File: src/rtl/olivia_pipe_hazard_ctrl.sv
// olivia_pipe_hazard_ctrl: EX/MEM/WB destination tracking, forwarding selects, load-use stall and branch flush
module olivia_pipe_hazard_ctrl #(
    parameter int REG_ADDR_W = 5,
    parameter int ZERO_REG   = 31,
    parameter bit ENABLE_FWD = 1'b1,
    parameter int CNT_W      = 16
) (
    input  logic                  clk,
    input  logic                  rst,
    input  logic                  id_valid,
    input  logic [REG_ADDR_W-1:0] id_rn,
    input  logic [REG_ADDR_W-1:0] id_src2,
    input  logic                  id_use_rn,
    input  logic                  id_use_src2,
    input  logic [REG_ADDR_W-1:0] id_rd,
    input  logic                  id_reg_write,
    input  logic                  id_mem_read,
    input  logic                  ex_branch_taken,
    output logic                  stall_if_id,
    output logic                  flush_if_id,
    output logic [1:0]            fwd_a,
    output logic [1:0]            fwd_b,
    output logic                  ex_valid,
    output logic                  mem_valid,
    output logic                  wb_valid,
    output logic                  wb_reg_write,
    output logic [REG_ADDR_W-1:0] wb_rd,
    output logic [CNT_W-1:0]      stall_cnt,
    output logic [CNT_W-1:0]      flush_cnt
);
    localparam logic [REG_ADDR_W-1:0] ZR = REG_ADDR_W'(ZERO_REG);

    logic                  r_ex_valid, r_ex_rw, r_ex_mr, r_ex_use_rn, r_ex_use_src2;
    logic [REG_ADDR_W-1:0] r_ex_rd, r_ex_rn, r_ex_src2;
    logic                  r_mem_valid, r_mem_rw, r_mem_mr;
    logic [REG_ADDR_W-1:0] r_mem_rd;
    logic                  r_wb_valid, r_wb_rw;
    logic [REG_ADDR_W-1:0] r_wb_rd;
    logic [CNT_W-1:0]      r_stall_cnt, r_flush_cnt;

    // A live producer writing a real (non-XZR) register that this source actually reads
    function automatic logic hit(input logic v, input logic rw, input logic [REG_ADDR_W-1:0] rd,
                                 input logic [REG_ADDR_W-1:0] s, input logic use_s);
        return v & rw & use_s & (rd == s) & (s != ZR);
    endfunction

    logic w_ida_ex, w_idb_ex, w_ida_mem, w_idb_mem, w_ida_wb, w_idb_wb;
    logic w_exa_mem, w_exb_mem, w_exa_wb, w_exb_wb;
    logic w_raw, w_flush, w_stall, w_load;

    assign w_ida_ex  = hit(r_ex_valid, r_ex_rw, r_ex_rd, id_rn, id_use_rn);
    assign w_idb_ex  = hit(r_ex_valid, r_ex_rw, r_ex_rd, id_src2, id_use_src2);
    assign w_ida_mem = hit(r_mem_valid, r_mem_rw, r_mem_rd, id_rn, id_use_rn);
    assign w_idb_mem = hit(r_mem_valid, r_mem_rw, r_mem_rd, id_src2, id_use_src2);
    assign w_ida_wb  = hit(r_wb_valid, r_wb_rw, r_wb_rd, id_rn, id_use_rn);
    assign w_idb_wb  = hit(r_wb_valid, r_wb_rw, r_wb_rd, id_src2, id_use_src2);

    // A MEM load has no data yet, so it can only ever be forwarded once it reaches WB
    assign w_exa_mem = hit(r_mem_valid, r_mem_rw, r_mem_rd, r_ex_rn, r_ex_use_rn) & ~r_mem_mr;
    assign w_exb_mem = hit(r_mem_valid, r_mem_rw, r_mem_rd, r_ex_src2, r_ex_use_src2) & ~r_mem_mr;
    assign w_exa_wb  = hit(r_wb_valid, r_wb_rw, r_wb_rd, r_ex_rn, r_ex_use_rn);
    assign w_exb_wb  = hit(r_wb_valid, r_wb_rw, r_wb_rd, r_ex_src2, r_ex_use_src2);

    assign w_raw   = ENABLE_FWD ? (r_ex_mr & (w_ida_ex | w_idb_ex))
                                : (w_ida_ex | w_idb_ex | w_ida_mem | w_idb_mem | w_ida_wb | w_idb_wb);
    assign w_flush = ex_branch_taken & r_ex_valid;
    assign w_stall = id_valid & w_raw & ~w_flush;
    assign w_load  = ~(w_stall | w_flush);

    assign stall_if_id  = w_stall;
    assign flush_if_id  = w_flush;
    assign fwd_a        = !ENABLE_FWD ? 2'b00 : w_exa_mem ? 2'b01 : w_exa_wb ? 2'b10 : 2'b00;
    assign fwd_b        = !ENABLE_FWD ? 2'b00 : w_exb_mem ? 2'b01 : w_exb_wb ? 2'b10 : 2'b00;
    assign ex_valid     = r_ex_valid;
    assign mem_valid    = r_mem_valid;
    assign wb_valid     = r_wb_valid;
    assign wb_reg_write = r_wb_valid & r_wb_rw;
    assign wb_rd        = r_wb_rd;
    assign stall_cnt    = r_stall_cnt;
    assign flush_cnt    = r_flush_cnt;

    // EX captures the ID instruction, or a fully cleared bubble on stall/flush
    always_ff @(posedge clk or negedge rst) begin
        if (!rst) begin
            r_ex_valid    <= 1'b0;
            r_ex_rw       <= 1'b0;
            r_ex_mr       <= 1'b0;
            r_ex_use_rn   <= 1'b0;
            r_ex_use_src2 <= 1'b0;
            r_ex_rd       <= '0;
            r_ex_rn       <= '0;
            r_ex_src2     <= '0;
        end else begin
            r_ex_valid    <= w_load & id_valid;
            r_ex_rw       <= w_load & id_reg_write;
            r_ex_mr       <= w_load & id_mem_read;
            r_ex_use_rn   <= w_load & id_use_rn;
            r_ex_use_src2 <= w_load & id_use_src2;
            r_ex_rd       <= w_load ? id_rd : '0;
            r_ex_rn       <= w_load ? id_rn : '0;
            r_ex_src2     <= w_load ? id_src2 : '0;
        end
    end

    // MEM and WB always advance; nothing past ID is ever held
    always_ff @(posedge clk or negedge rst) begin
        if (!rst) begin
            r_mem_valid <= 1'b0;
            r_mem_rw    <= 1'b0;
            r_mem_mr    <= 1'b0;
            r_mem_rd    <= '0;
            r_wb_valid  <= 1'b0;
            r_wb_rw     <= 1'b0;
            r_wb_rd     <= '0;
        end else begin
            r_mem_valid <= r_ex_valid;
            r_mem_rw    <= r_ex_rw;
            r_mem_mr    <= r_ex_mr;
            r_mem_rd    <= r_ex_rd;
            r_wb_valid  <= r_mem_valid;
            r_wb_rw     <= r_mem_rw;
            r_wb_rd     <= r_mem_rd;
        end
    end

    // Saturating performance counters for stall and flush cycles
    always_ff @(posedge clk or negedge rst) begin
        if (!rst) begin
            r_stall_cnt <= '0;
            r_flush_cnt <= '0;
        end else begin
            if (w_stall && r_stall_cnt != '1) r_stall_cnt <= r_stall_cnt + 1'b1;
            if (w_flush && r_flush_cnt != '1) r_flush_cnt <= r_flush_cnt + 1'b1;
        end
    end
endmodule

File: config.mk
export PLATFORM = sky130hd
export DESIGN_NAME = olivia_pipe_hazard_ctrl
export DESIGN_NICKNAME = d
export VERILOG_FILES = /design/src/rtl/olivia_pipe_hazard_ctrl.sv
export SDC_FILE = /design/constraint.sdc
export NUM_CORES = 1
export LEC_CHECK = 0
export BUFFER_PORTS_ARGS = -buffer_cell sky130_fd_sc_hd__buf_2
export CAP_MARGIN = 20
export CORE_MARGIN = 10
export CORE_UTILIZATION = 60
export CTS_BUF_LIST = sky130_fd_sc_hd__clkbuf_4 sky130_fd_sc_hd__clkbuf_8
export DETAILED_ROUTE_END_ITERATION = 8
export MAX_ROUTING_LAYER = met4
export PLACE_DENSITY = 0.95
export SLEW_MARGIN = 20
export SYNTH_ARGS = -nofsm -noshare
export SYNTH_HDL_FRONTEND = slang
export SYNTH_SLANG_ARGS = --single-unit
File: constraint.sdc
create_clock -name clk -period 2.57 [get_ports clk]
set_input_delay 0.514 -clock clk [delete_from_list [all_inputs] [get_ports clk]]
set_output_delay 0.514 -clock clk [all_outputs]
set_load 0.005 [all_outputs]
==> impl_metrics.py <==
metrics = {
    "setup_path": {
        "timing_worst_setup_path_type": "reg -> out",
        "crit_chain": "xnor2_1 > o2111ai_1 > or3_1 > a21oi_1 > buf_2",
        "regToRegEndpoint": "stall_cnt[1]$_DFFE_PN0P_",
        "critPathSlowestCell": "sky130_fd_sc_hd__dfrtp_1",
        "largest_driver_fanout_on_the_critical_path": 4,
        "cp-start-kind": "register",
        "worst_path_largest_cell_delay_ns": 0.45,
        "worst_ep_arrival_time_ns": 1.86,
        "critical_path.top_delay_family": "flip-flops",
        "r2r_slack_ns": 0.56,
        "required_time_at_the_worst_slack_endpoint_ns": 2.06,
        "cp.buffers_inverters": 1,
        "type_of_element_capturing_the_critical_path": "output pin",
        "rr_startpoint": "r_ex_rd[0]$_DFF_PN0_",
        "reg2reg_depth": 6,
    },
    "layout": {
        "final_layout_size_suffix_gt1_share_pct": 28.9,
        "flow.area_growth_from_synthesis_pct": 19.5,
        "post_layout_instance_area_sq_um": 3640,
        "finish.net_count": 370,
        "insertedDiodeCount": 0,
        "mostFrequentLayoutCell": "sky130_fd_sc_hd__buf_2",
        "layout_common_cells": "sky130_fd_sc_hd__buf_2, sky130_fd_sc_hd__dfrtp_1, sky130_fd_sc_hd__xnor2_1",
        "final-instance-count-excl-fill": 417,
    },
    "routing": {
        "met2WireLength_mm": 3.47,
        "detail_route.first_pass.iterations": 5,
        "routed.top_layer": "met4",
        "route.detailed.vias_per_inst": 5.45,
        "detail_route.wl_per_cell_um": 16.6,
        "wirelength_mm": 6.94,
        "drc_errors": 0,
        "route.layer.met1.wl_mm": 2.96,
        "routed-via-count": 2274,
        "wl_met3_um": 411,
        "ant_nets": 0,
        "first_iter_violations": 147,
    },
    "clock_network": {
        "htree_levels": 3,
        "total_number_of_clock_tree_sinks": 67,
        "clk_pin_slew_ns": 0.06,
        "post_cts_resized": 0,
        "tritoncts_clock_tree": "done",
        "tritoncts.num_buffers": 9,
        "clock_tree.root_cell": "sky130_fd_sc_hd__clkbuf_8",
        "clockBufferDepth": 2,
        "cts_post_setup_buffers_inserted": 0,
        "hold_buffers": 0,
        "clk-insertion-delay-late_ns": 0.33,
    },
    "sta": {
        "final_max_slew_viol_count": 0,
        "total_negative_slack_ns": 0,
        "fmax_mhz": 421,
        "max_slew.worst_pin.slew_ns": 0.802,
        "timing_hold_violations_final": 0,
        "clock_skew_ns": 0.00720,
        "final-setup-viol-count": 0,
        "setup_slack_ns": 0.197,
        "relSlewSlack_pct": 46.5,
        "timing.final.crit_share_pct": 92.3,
        "rsz_0062_raised_after_global_routing": "false",
        "period_minus_slack_ns": 2.37,
    },
    "global_routing": {
        "grt_first_pass_wirelength_mm": 11.6,
        "initial_antenna_violation_count": 0,
        "grt_use_total_pct": 17.7,
        "vias_in_the_first_global_route": 2343,
        "largest_net_degree_at_the_start_of_global_routing": 68,
        "grt_overflow": 0,
    },
    "placed_design": {
        "place.detailed.instances": 401,
        "io_buffers": 69,
        "gpl_congestion": 1.01,
        "detailedPlacementHpwl_mm": 5.24,
        "detailed_place.area_sq_um": 3460,
        "place_ws_ns": 0.400,
    },
    "floorplanning": {
        "overall_die_width_um": 91.3,
        "rows": 25,
        "io-pin-count": 70,
        "die_h_um": 91.3,
        "die-area_sq_um": 8330,
        "floorplan.core_area_sq_um": 4820,
        "initial_utilization_pct": 63.2,
    },
    "power": {
        "sequentialPowerShare_pct": 53.4,
        "switching_power_uw": 620,
        "internal_power_uw": 1680,
        "power.share.switching_pct": 26.9,
        "power.density_nw_per_um2": 632,
        "power.share.combinational_pct": 12.2,
        "clkPwrFrac_pct": 34.4,
        "ir_drop_worst_case_vdd_uv": 419,
        "cellLeakagePower_uw": 0.00175,
    },
    "yosys": {
        "post-synth-top-area-fraction_pct": 55.0,
        "syn_area_per_cell_sq_um": 11.3,
        "yosysTopAreaCell": "sky130_fd_sc_hd__dfrtp_1",
        "post_synth_inst_count": 269,
        "yosysWarningCount": 0,
        "mappedNetlistNets": 294,
        "synthesis_stage_register_bit_count": 67,
        "leading_cell_types_by_total_area_after_synthesis": "sky130_fd_sc_hd__dfrtp_1, sky130_fd_sc_hd__xnor2_1, sky130_fd_sc_hd__and2_1, sky130_fd_sc_hd__xor2_1, sky130_fd_sc_hd__nand4_1",
        "synthDistinctLibCells": 37,
        "post_synth_instance_area_sq_um": 3050,
        "proportion_of_synthesized_chip_area_in_sequential_cells_pct": 55.0,
    },
    "run_status": {
        "status": "complete, no violations",
    },
    "worst_hold_path": {
        "worst_min_delay_path_category": "in -> async",
    },
    "run": {
        "timing.max_cap.violations": 0,
    },
}
[synth_stat cells]
| cell | count |
|---|---|
| sky130_fd_sc_hd__nand4_1 | 18 |
| sky130_fd_sc_hd__nand4_2 | 1 |
| sky130_fd_sc_hd__a32o_2 | 1 |
| sky130_fd_sc_hd__xnor2_1 | 38 |
| sky130_fd_sc_hd__nor3_1 | 5 |
| sky130_fd_sc_hd__nand3_1 | 14 |
| sky130_fd_sc_hd__nor4_1 | 4 |
| sky130_fd_sc_hd__nor4b_2 | 1 |
| sky130_fd_sc_hd__xor2_1 | 16 |
| sky130_fd_sc_hd__a21oi_1 | 1 |
| sky130_fd_sc_hd__or2_4 | 1 |
| sky130_fd_sc_hd__ha_1 | 2 |
| sky130_fd_sc_hd__or2_1 | 1 |
| sky130_fd_sc_hd__nor2_1 | 12 |
| sky130_fd_sc_hd__nand2b_1 | 2 |
| sky130_fd_sc_hd__nand3b_1 | 1 |
| sky130_fd_sc_hd__nor4b_1 | 1 |
| sky130_fd_sc_hd__nor4_4 | 1 |
| sky130_fd_sc_hd__o21a_1 | 1 |
| sky130_fd_sc_hd__inv_1 | 4 |
| sky130_fd_sc_hd__a21boi_0 | 1 |
| sky130_fd_sc_hd__o2111ai_1 | 2 |
| sky130_fd_sc_hd__mux2_2 | 4 |
| sky130_fd_sc_hd__clkbuf_1 | 3 |
| sky130_fd_sc_hd__nand2_1 | 25 |
| sky130_fd_sc_hd__or3_1 | 2 |
| sky130_fd_sc_hd__or3_4 | 1 |
| sky130_fd_sc_hd__and4_1 | 2 |
| sky130_fd_sc_hd__nand2_2 | 1 |
| sky130_fd_sc_hd__buf_4 | 3 |
| sky130_fd_sc_hd__o21ai_0 | 2 |
| sky130_fd_sc_hd__and2_1 | 23 |
| sky130_fd_sc_hd__dfrtp_1 | 67 |
| sky130_fd_sc_hd__and2_2 | 1 |
| sky130_fd_sc_hd__and3_1 | 4 |
| sky130_fd_sc_hd__mux2_1 | 1 |
| sky130_fd_sc_hd__nor3_2 | 2 |
[state kept, by name (all words and copies together) (netlist names), 5 cells and up]
| name | cells |
|---|---|
| flush_cnt | 16 |
| r_ex_rd | 5 |
| r_ex_rn | 5 |
| r_ex_src2 | 5 |
| r_mem_rd | 5 |
| stall_cnt | 16 |
| wb_rd | 5 |
[power groups by stage]
stage / sequential (uW) / combinational [uW] / clock (uW)
6_report: 1230 / 280 / 792
4_1_cts: 1230 / 285 / 803
3_3_place_gp: 1240 / 266 / 0
5_1_grt: 1240 / 314 / 856
3_5_place_dp: 1250 / 278 / 0
2_1_floorplan: 1230 / 146 / 0
[metrics by stage]
stage	util, %	power (uW)	hold slack, ns
after floorplan	-	1380	0.218
after global placement	71.8	1500	0.351
after detailed placement	71.8	1520	0.355
after CTS	75.6	2310	0.367
after global routing	75.6	2410	0.384
final	75.6	2300	0.360
[how the worst max path moves through the flow]
stage,start,endpoint,slack [ns],depth (start not counted)
after floorplan,id_src2[3],stall_if_id,0.78,4
after global placement,id_valid,stall_cnt[1]$_DFFE_PN0P_,0.46,7
after detailed placement,id_rn[3],stall_cnt[1]$_DFFE_PN0P_,0.40,7
after CTS,r_ex_rd[0]$_DFF_PN0_,stall_if_id,0.22,5
after global routing,r_ex_rd[0]$_DFF_PN0_,stall_if_id,0.09,5
final,r_ex_rd[0]$_DFF_PN0_,stall_if_id,0.20,5
[routing by layer]
| metal | up-vias | GRT usage (%) |
|---|---|---|
| met1 | 1104 | 20.3 |
| met3 | 12 | 4.77 |
| li1 | 1070 | - |
| met4 | 0 | 7.57 |
| met2 | 88 | 28.5 |
| met5 | - | - |
[worst reg2reg max path, delay by kind of cell, from the launching register on]
family	cells	cell delay, ns
XOR/XNOR	1	0.21
multiplexers	1	0.33
flip-flops	1	0.45
AND/OR/NAND/NOR	2	0.39
AO/OA/AOI/OAI	2	0.51
[logic make-up (layout without fill, tap and decap cells)]
logic type      count (synthesis)  after routing  synth area share (%)
xor+xnor                       54             54                  15.5
flops                          67             67                  55.0
mux                             5              5                  1.85
buf+inv                        10             91                  1.60
compound gates                  8              8                  1.93
simple gates                  123            123                  23.2
fa+ha+maj                       2              2                 0.821
[layout make-up]
| cell class | instances | area (sq um) |
|---|---|---|
| Clock buffer | 12 | 159 |
| Clock inverter | 4 | 25.0 |
| Fill cell | 330 | 1180 |
| Inverter | 4 | 15.0 |
| Multi-Input combinational cell | 192 | 1320 |
| Sequential cell | 67 | 1680 |
| Tap cell | 67 | 83.8 |
| Timing Repair Buffer | 71 | 360 |
(Power assumes the default switching activity.)
